==> src/rtl/decode_issue_controller.sv <==
// Decode-stage controller: classifies each fetched instruction, builds its
// immediate and register fields, and queues the bundle in a 2-entry skid
// buffer between fetch and execute. Defining DECODE_STATS_EN adds
// issued/illegal pop counters (stat_issued, stat_illegal).

module immediate_generator (
  input  logic [31:7] instr_hi,
  input  logic [2:0]  inst_type,
  output logic [31:0] immediate
);

  // Assemble the sign-extended immediate for the given instruction format
  always_comb begin
    immediate = '0;
    case (inst_type)
      3'b000: immediate = {{20{instr_hi[31]}}, instr_hi[31:20]};
      3'b001: immediate = {{20{instr_hi[31]}}, instr_hi[31:25], instr_hi[11:7]};
      3'b010: immediate = {{19{instr_hi[31]}}, instr_hi[31], instr_hi[7],
                           instr_hi[30:25], instr_hi[11:8], 1'b0};
      3'b011: immediate = {instr_hi[31:12], 12'b0};
      3'b100: immediate = {{11{instr_hi[31]}}, instr_hi[31], instr_hi[19:12],
                           instr_hi[20], instr_hi[30:21], 1'b0};
      default: immediate = '0;
    endcase
  end

endmodule

module decode_issue_controller #(
  parameter int XLEN = 32
) (
  input  logic            clk,
  input  logic            rst,
  input  logic            flush,
  input  logic            in_valid,
  output logic            in_ready,
  input  logic [31:0]     in_instruction,
  input  logic [XLEN-1:0] in_pc,
  output logic            out_valid,
  input  logic            out_ready,
  output logic [XLEN-1:0] out_immediate,
  output logic [2:0]      out_inst_type,
  output logic [4:0]      out_rs1,
  output logic [4:0]      out_rs2,
  output logic [4:0]      out_rd,
  output logic [XLEN-1:0] out_pc,
  output logic            out_illegal
`ifdef DECODE_STATS_EN
  ,
  output logic [31:0]     stat_issued,
  output logic [31:0]     stat_illegal
`endif
);

  typedef enum logic [1:0] {EMPTY, ONE, TWO} state_t;

  typedef struct packed {
    logic [XLEN-1:0] imm;
    logic [2:0]      inst_type;
    logic [4:0]      rs1;
    logic [4:0]      rs2;
    logic [4:0]      rd;
    logic [XLEN-1:0] pc;
    logic            illegal;
  } entry_t;

  state_t      state, next_state;
  entry_t      head, tail, incoming;
  logic [2:0]  dec_type;
  logic        dec_illegal;
  logic [31:0] dec_imm;
  logic        push, pop;
  logic        load_head, load_tail, promote;

  // Classify the opcode; R-type and unknown opcodes share type 111
  always_comb begin
    dec_type    = 3'b111;
    dec_illegal = 1'b0;
    case (in_instruction[6:0])
      7'b0010011, 7'b0000011, 7'b1100111, 7'b1110011: dec_type = 3'b000;
      7'b0100011:                                     dec_type = 3'b001;
      7'b1100011:                                     dec_type = 3'b010;
      7'b0110111, 7'b0010111:                         dec_type = 3'b011;
      7'b1101111:                                     dec_type = 3'b100;
      7'b0110011:                                     dec_type = 3'b111;
      default:                                        dec_illegal = 1'b1;
    endcase
  end

  immediate_generator u_imm_gen (
    .instr_hi  (in_instruction[31:7]),
    .inst_type (dec_type),
    .immediate (dec_imm)
  );

  // Bundle the decoded fields into the form stored in the buffer
  always_comb begin
    incoming.imm       = dec_imm;
    incoming.inst_type = dec_type;
    incoming.rs1       = in_instruction[19:15];
    incoming.rs2       = in_instruction[24:20];
    incoming.rd        = in_instruction[11:7];
    incoming.pc        = in_pc;
    incoming.illegal   = dec_illegal;
  end

  assign push = in_valid & in_ready & ~flush;
  assign pop  = out_valid & out_ready;

  // Occupancy state register
  always_ff @(posedge clk or posedge rst) begin
    if (rst) state <= EMPTY;
    else     state <= next_state;
  end

  // Next occupancy and entry-move controls; flush overrides everything
  always_comb begin
    next_state = state;
    load_head  = 1'b0;
    load_tail  = 1'b0;
    promote    = 1'b0;
    in_ready   = (state != TWO);
    out_valid  = (state != EMPTY);
    if (flush) begin
      next_state = EMPTY;
    end else begin
      case (state)
        EMPTY: if (push) begin
          next_state = ONE;
          load_head  = 1'b1;
        end
        ONE: begin
          if (push && pop) begin
            load_head = 1'b1;
          end else if (push) begin
            next_state = TWO;
            load_tail  = 1'b1;
          end else if (pop) begin
            next_state = EMPTY;
          end
        end
        TWO: if (pop) begin
          next_state = ONE;
          promote    = 1'b1;
        end
        default: next_state = EMPTY;
      endcase
    end
  end

  // Entry storage: head feeds execute, tail holds the overflow slot
  always_ff @(posedge clk or posedge rst) begin
    if (rst) begin
      head <= '0;
      tail <= '0;
    end else begin
      if (load_head) head <= incoming;
      else if (promote) head <= tail;
      if (load_tail) tail <= incoming;
    end
  end

  assign out_immediate = head.imm;
  assign out_inst_type = head.inst_type;
  assign out_rs1       = head.rs1;
  assign out_rs2       = head.rs2;
  assign out_rd        = head.rd;
  assign out_pc        = head.pc;
  assign out_illegal   = head.illegal;

`ifdef DECODE_STATS_EN
  // Count completed issues and the illegal ones among them
  always_ff @(posedge clk or posedge rst) begin
    if (rst) begin
      stat_issued  <= '0;
      stat_illegal <= '0;
    end else if (pop) begin
      stat_issued <= stat_issued + 32'd1;
      if (head.illegal) stat_illegal <= stat_illegal + 32'd1;
    end
  end
`endif

endmodule

==> config.mk <==
export PLATFORM = sky130hd
export DESIGN_NAME = decode_issue_controller
export DESIGN_NICKNAME = d
export VERILOG_FILES = /design/src/rtl/decode_issue_controller.sv
export SDC_FILE = /design/constraint.sdc
export NUM_CORES = 1
export LEC_CHECK = 0
export ABC_AREA = 1
export BUFFER_PORTS_ARGS = -buffer_cell sky130_fd_sc_hd__buf_4
export CAP_MARGIN = 20
export CELL_PAD_IN_SITES_DETAIL_PLACEMENT = 1
export CELL_PAD_IN_SITES_GLOBAL_PLACEMENT = 1
export CORE_ASPECT_RATIO = 0.5
export CORE_MARGIN = 1.5
export CORE_UTILIZATION = 28
export DETAILED_ROUTE_END_ITERATION = 6
export PLACE_DENSITY = 0.66
export SKIP_LAST_GASP = 1
export SYNTH_ARGS = -nofsm -noshare
export SYNTH_HDL_FRONTEND = slang
export SYNTH_SLANG_ARGS = --single-unit
export TNS_END_PERCENT = 1
==> constraint.sdc <==
create_clock -name clk -period 5.4 [get_ports clk]
set_clock_uncertainty 0.2 [all_clocks]
set_input_delay 0.27 -clock clk [delete_from_list [all_inputs] [get_ports clk]]
set_output_delay 0.27 -clock clk [all_outputs]
set_load 0.1 [all_outputs]
# Word-level counts from Yosys, hierarchy flattened
# Index checks and enable logic that the tools add are counted.
# op_classes
n_eq_ne	21
muxes	22
n_bitwise	4
n_reduce_logical	9
# ops
operator	n
83-bit 2-to-1 mux	2
32-bit case mux with 5 select lines	1
7-bit equality test, second input constant	4
7-bit by 6-bit equality test with 1-bit output, second input constant	3
3-bit case mux with 5 select lines	1
7-bit by 5-bit equality test with 1-bit output, second input constant	2
2-bit 2-to-1 mux	6
1-bit 2-to-1 mux	10
10-bit OR reduction	1
3-bit != test, second input constant	3
7-bit by 2-bit equality test with 1-bit output, second input constant	1
3-bit by 2-bit equality test with 1-bit output, second input constant	2
2-bit case mux with 3 select lines	1
4-bit != test, second input constant	1
4-bit AND reduction	1
2-bit nonzero test	2
4-bit OR reduction	1
1-bit bitwise AND	3
3-bit by 1-bit equality test with 1-bit output, second input constant	1
3-bit equality test, second input constant	1
3-bit logical NOT	1
2-bit by 1-bit equality test with 1-bit output, second input constant	1
2-bit equality test, second input constant	1
2-bit logical NOT	1
5 further kinds	5
# totals
register_bits	168
output_inout_bits	85
word_cells	71

# Longest topological paths before layout
# depth
ltp_word	8
mapped_depth	12
mapped_depth_nobuf	10

# Hierarchy
# A second synthesis with hierarchy kept.
# unflattened
cells_unflattened	902
hier_area_um2	7870.0
# modules_own_cells
mod	instances	cells_per_inst	area_per_inst_um2
decode_issue_controller	1	800	7275.7
immediate_generator	1	102	594.3

# Worst setup path after synthesis
# No wires, ideal clock.
# synth_timing
path_type	reg-to-reg
startpoint	reg state[1]
endpoint	reg head (netlist bit out_immediate[0])
arrival_time_ns	1.281
required_time_ns	5.083
path_slack_ns	3.802
path_stages_with_launch	10
path_buffers	1
path_cell_list	dfrtp_1 nor2_1 nand3_2 nand2_1 inv_2 buf_2 nand2_1 o21ai_0 inv_1 nand2_1
# synth_between
elab_chain_cells	8
# synth_lines
item	line	source
start: declaration	67	state_t state, next_state;
start signal: assignment	113	else state <= next_state;
2-bit != test	122	in_ready = (state != TWO);
1-bit bitwise AND (2 in series)	107	assign push = in_valid & in_ready & ~flush;
1-bit logical AND	133	if (push && pop) begin
1-bit 2-to-1 mux	133	
1-bit case mux with 2 select lines	127	case (state)
1-bit 2-to-1 mux	124	if (flush) begin
83-bit 2-to-1 mux or 2-bit nonzero test (tied branches)	n/a	
end signal: assignment	157	if (load_head) head <= incoming;
end signal: assignment	158	else if (promote) head <= tail;
end: declaration	68	entry_t head, tail, incoming;
# Several ways; a longest one is shown, not always the timed one.
# A chain may end at the register's enable or synchronous reset.

# Worst setup path in the final report
# layout_timing
startpoint	reg state[1]
endpoint	reg head (netlist bit out_pc[26])
# The elaborated chain is that of the path after synthesis.

==> results.py <==
metrics = {
    "sta": {
        "fmax_mhz": 319,
        "finalSetupViolations": 0,
        "hold_viol": 0,
        "setup_tns_ns": 0,
        "fin_crit_ns": 3.14,
        "worst_pin_slew_ns": 1.01,
        "drv_slew": 0,
        "grt_setup_unrepaired": "no",
        "relSlewSlack": 0.326,
        "period_share": 0.581,
    },
    "clocking": {
        "cts_setup_buffers": 0,
        "clock_latency_ns": 0.45,
        "cts-root-buf": "clkbuf_16",
        "htreeDepth": 4,
        "clkTransAtPathRegs_ns": 0.06,
        "cts_buffers": 17,
        "cts_buffer_depth": 2,
        "numClockSinks": 168,
        "cts_tree": "built",
    },
    "pwr": {
        "seqPwrFrac": 0.365,
        "p_leak_nw": 5.46,
        "p_per_area_mw_per_mm2": 425,
        "switching_share": 0.408,
        "clkPwrFrac": 0.294,
        "irDropWorstVdd_v": 0.000231,
        "power.switching_mw": 1.86,
        "intPower_mw": 2.69,
        "pwr-share-comb": 0.340,
    },
    "worst_setup_path": {
        "reg2reg_from": "state[1]$_DFFE_PP0P_",
        "worst-setup-path-type": "reg -> reg",
        "startpoint": "state[1]$_DFFE_PP0P_",
        "cpMaxStageDelayCell": "inv_2",
        "crit_arrival_ns": 3.29,
        "path_depth": 6,
        "crit_path_max_incr_delay_ns": 0.89,
        "reg2reg_depth": 6,
        "critPathTopFamily": "buffers and inverters",
        "cp_num_buf_inv": 2,
        "required_ns": 5.55,
        "worstSetupStartpointType": "register",
        "worstPathCellList": "nor2_1 > nand3_2 > inv_2 > buf_4 > nand2_1 > o211ai_1",
        "crit_path_max_fanout": 50,
        "end_kind": "register",
    },
    "synthesis": {
        "yosysWarnings": 0,
        "synth_cell_types": 23,
        "yosysTopAreaCellShare": 0.521,
        "async_reset_ff_frac": 1.00,
        "ys_seq_area_frac": 0.521,
        "netlist_area_mm2": 0.00807,
        "synth_edf_count": 0,
        "yosysMostFrequentCell": "nand2_1",
        "syn_nets": 1124,
        "syn_inst": 1055,
        "synthTopCellsByArea": "dfrtp_1 52%, nand2_1 19%, inv_1 6.0%",
        "synth_area_leader_cell": "dfrtp_1",
        "synthTopCellsByCount": "416 x nand2_1, 168 x dfrtp_1, 128 x inv_1, 88 x o21ai_0, 57 x nor2_1",
        "synth-seq-cells": 168,
        "avgSynthCellArea_um2": 7.65,
        "ys.flop_type": "dfrtp_1",
    },
    "floorplanning": {
        "num_io_pins": 154,
        "die_area_mm2": 0.0299,
        "die_h_um": 123,
        "rows": 43,
        "dieWidth_um": 243,
        "core_area_mm2": 0.0280,
        "start_util": 0.288,
    },
    "route": {
        "drt-pass1-iter-count": 4,
        "antenna_left": 0,
        "wl_per_cell_um": 16.1,
        "via_per_inst": 4.60,
        "drtIter0Drc": 404,
        "drt-total-wl_um": 26200,
        "drc": 0,
        "via_count": 7502,
    },
    "final_layout": {
        "fin_nets": 1304,
        "n_fill_cell": 3375,
        "diodes": 0,
        "drive_above_1_share": 0.175,
        "area_delta_synth_final_pct": 32.5,
        "design_area_mm2": 0.0107,
    },
    "outcome": {
        "outcome": "completed",
    },
    "placement": {
        "hpwl_um": 17200,
        "port_buffers": 153,
        "globalplace.congestion": 0.793,
        "placedInstanceArea_mm2": 0.00950,
    },
    "hold_path": {
        "worstHoldPathCells": 6,
        "hp-class": "in -> reg",
        "min_from": "in_valid",
    },
    "global_routing": {
        "grt-ovfl-total": 0,
        "antenna_found_initial": 0,
        "grt_pass1_wl_um": 42000,
        "first_global_vias": 7983,
        "grt_max_degree": 89,
        "groute.usage.overall": 0.180,
    },
    "flow_run": {
        "cap_violations": 0,
    },
}
==> state kept, by name, indices dropped and copies added, names as in the netlist <==
register / cells
out_illegal: 1
out_immediate: 32
out_inst_type: 3
out_pc: 32
out_rd: 5
out_rs1: 5
out_rs2: 5
state: 2
tail: 83
==> cells by family (layout without fill, tap and decap cells) <==
family	after synthesis	count (layout)	synth area share
simple gates	548	548	0.275
buf+inv	190	383	0.0963
flops	168	168	0.521
compound gates	149	149	0.108
==> worst paths after layout <==
kind	end	slack, ns
min in group asynchronous	tail[27]$_DFFE_PP0P_	0.27
worst min-delay path	state[1]$_DFFE_PP0P_	0.06
max in group asynchronous	out_immediate[20]$_DFFE_PP0P_	3.55
worst max register to register	out_pc[26]$_DFFE_PP0P_	2.27
worst max-delay path	out_pc[26]$_DFFE_PP0P_	2.27
worst min register to register	tail[51]$_DFFE_PP0P_	0.28
==> power groups by stage <==
stage | Combinational (mW) | Sequential [mW] | Clock [mW]
after detailed placement | 1.52 | 1.69 | 0
after global routing | 1.64 | 1.69 | 1.42
after global placement | 1.50 | 1.67 | 0
after CTS | 1.56 | 1.67 | 1.38
after floorplan | 0.376 | 2.43 | 0
final | 1.55 | 1.66 | 1.34
==> metrics by stage <==
stage / std cells / util / power, mW / hold WS, ns / worst slack [ns]
after floorplan: 1055 / - / 2.80 / 0.191 / 0.383
after global placement: 1542 / 0.339 / 3.17 / 0.195 / 2.42
after detailed placement: 1542 / 0.339 / 3.20 / 0.205 / 2.34
after CTS: 1630 / 0.382 / 4.60 / 0.0433 / 2.29
after global routing: 1630 / 0.382 / 4.76 / 0.0882 / 2.03
final: 1630 / 0.382 / 4.55 / 0.0644 / 2.27
==> worst register-to-register path, stage by stage (launching register included) <==
cell	delay, ns
dfrtp_1	0.56
nor2_1	0.24
nand3_2	0.39
inv_2	0.89
buf_4	0.52
nand2_1	0.12
o211ai_1	0.12
==> per-layer routing <==
layer | track usage | vias to the layer above | wire, µm
met4 | 0.0695 | 0 | 633
met2 | 0.316 | 86 | 13200
li1 | - | 3640 | -
met5 | 0 | - | 0
met3 | 0.0395 | 38 | 724
met1 | 0.219 | 3738 | 11600
==> timing repair <==
item | CTS | global route
resized for setup | 0 | 0
hold buffers | 56 | 0
setup endpoints to repair | 0 | 0
hold endpoints to repair | 175 | 0
==> cell type report <==
| cell class | instances | area [µm²] | share of cell area |
|---|---|---|---|
| timing repair buffer | 215 | 1750 | 0.164 |
| multi-input combinational | 697 | 3110 | 0.290 |
| sequential | 168 | 4200 | 0.393 |
| tap | 382 | 478 | 0.0447 |
| clock buffer | 21 | 470 | 0.0440 |
| clock inverter | 11 | 168 | 0.0157 |
| inverter | 136 | 515 | 0.0482 |
==> layout by cell type (no fill, tap or decap), types with 2 or more instances in the layout <==
cell	synthesis	routed
clkbuf_16	0	17
dfrtp_1	168	168
nand3_1	45	44
nand3_2	2	2
inv_1	128	127
nand2_1	416	416
nand2_2	7	7
inv_6	0	2
dlygate4sd3_1	0	56
o211ai_1	42	42
nor2_4	4	5
o21ai_0	88	88
bufinv_16	0	4
buf_4	1	159
nand4_1	11	11
clkinv_2	0	3
clkinvlp_4	0	2
o21ai_1	7	7
inv_2	8	8
nor2_1	57	57
clkbuf_8	0	3
o221ai_1	5	5
nor2_2	5	4
a21oi_1	6	6
No activity file was read; power rests on OpenSTA's default activity.
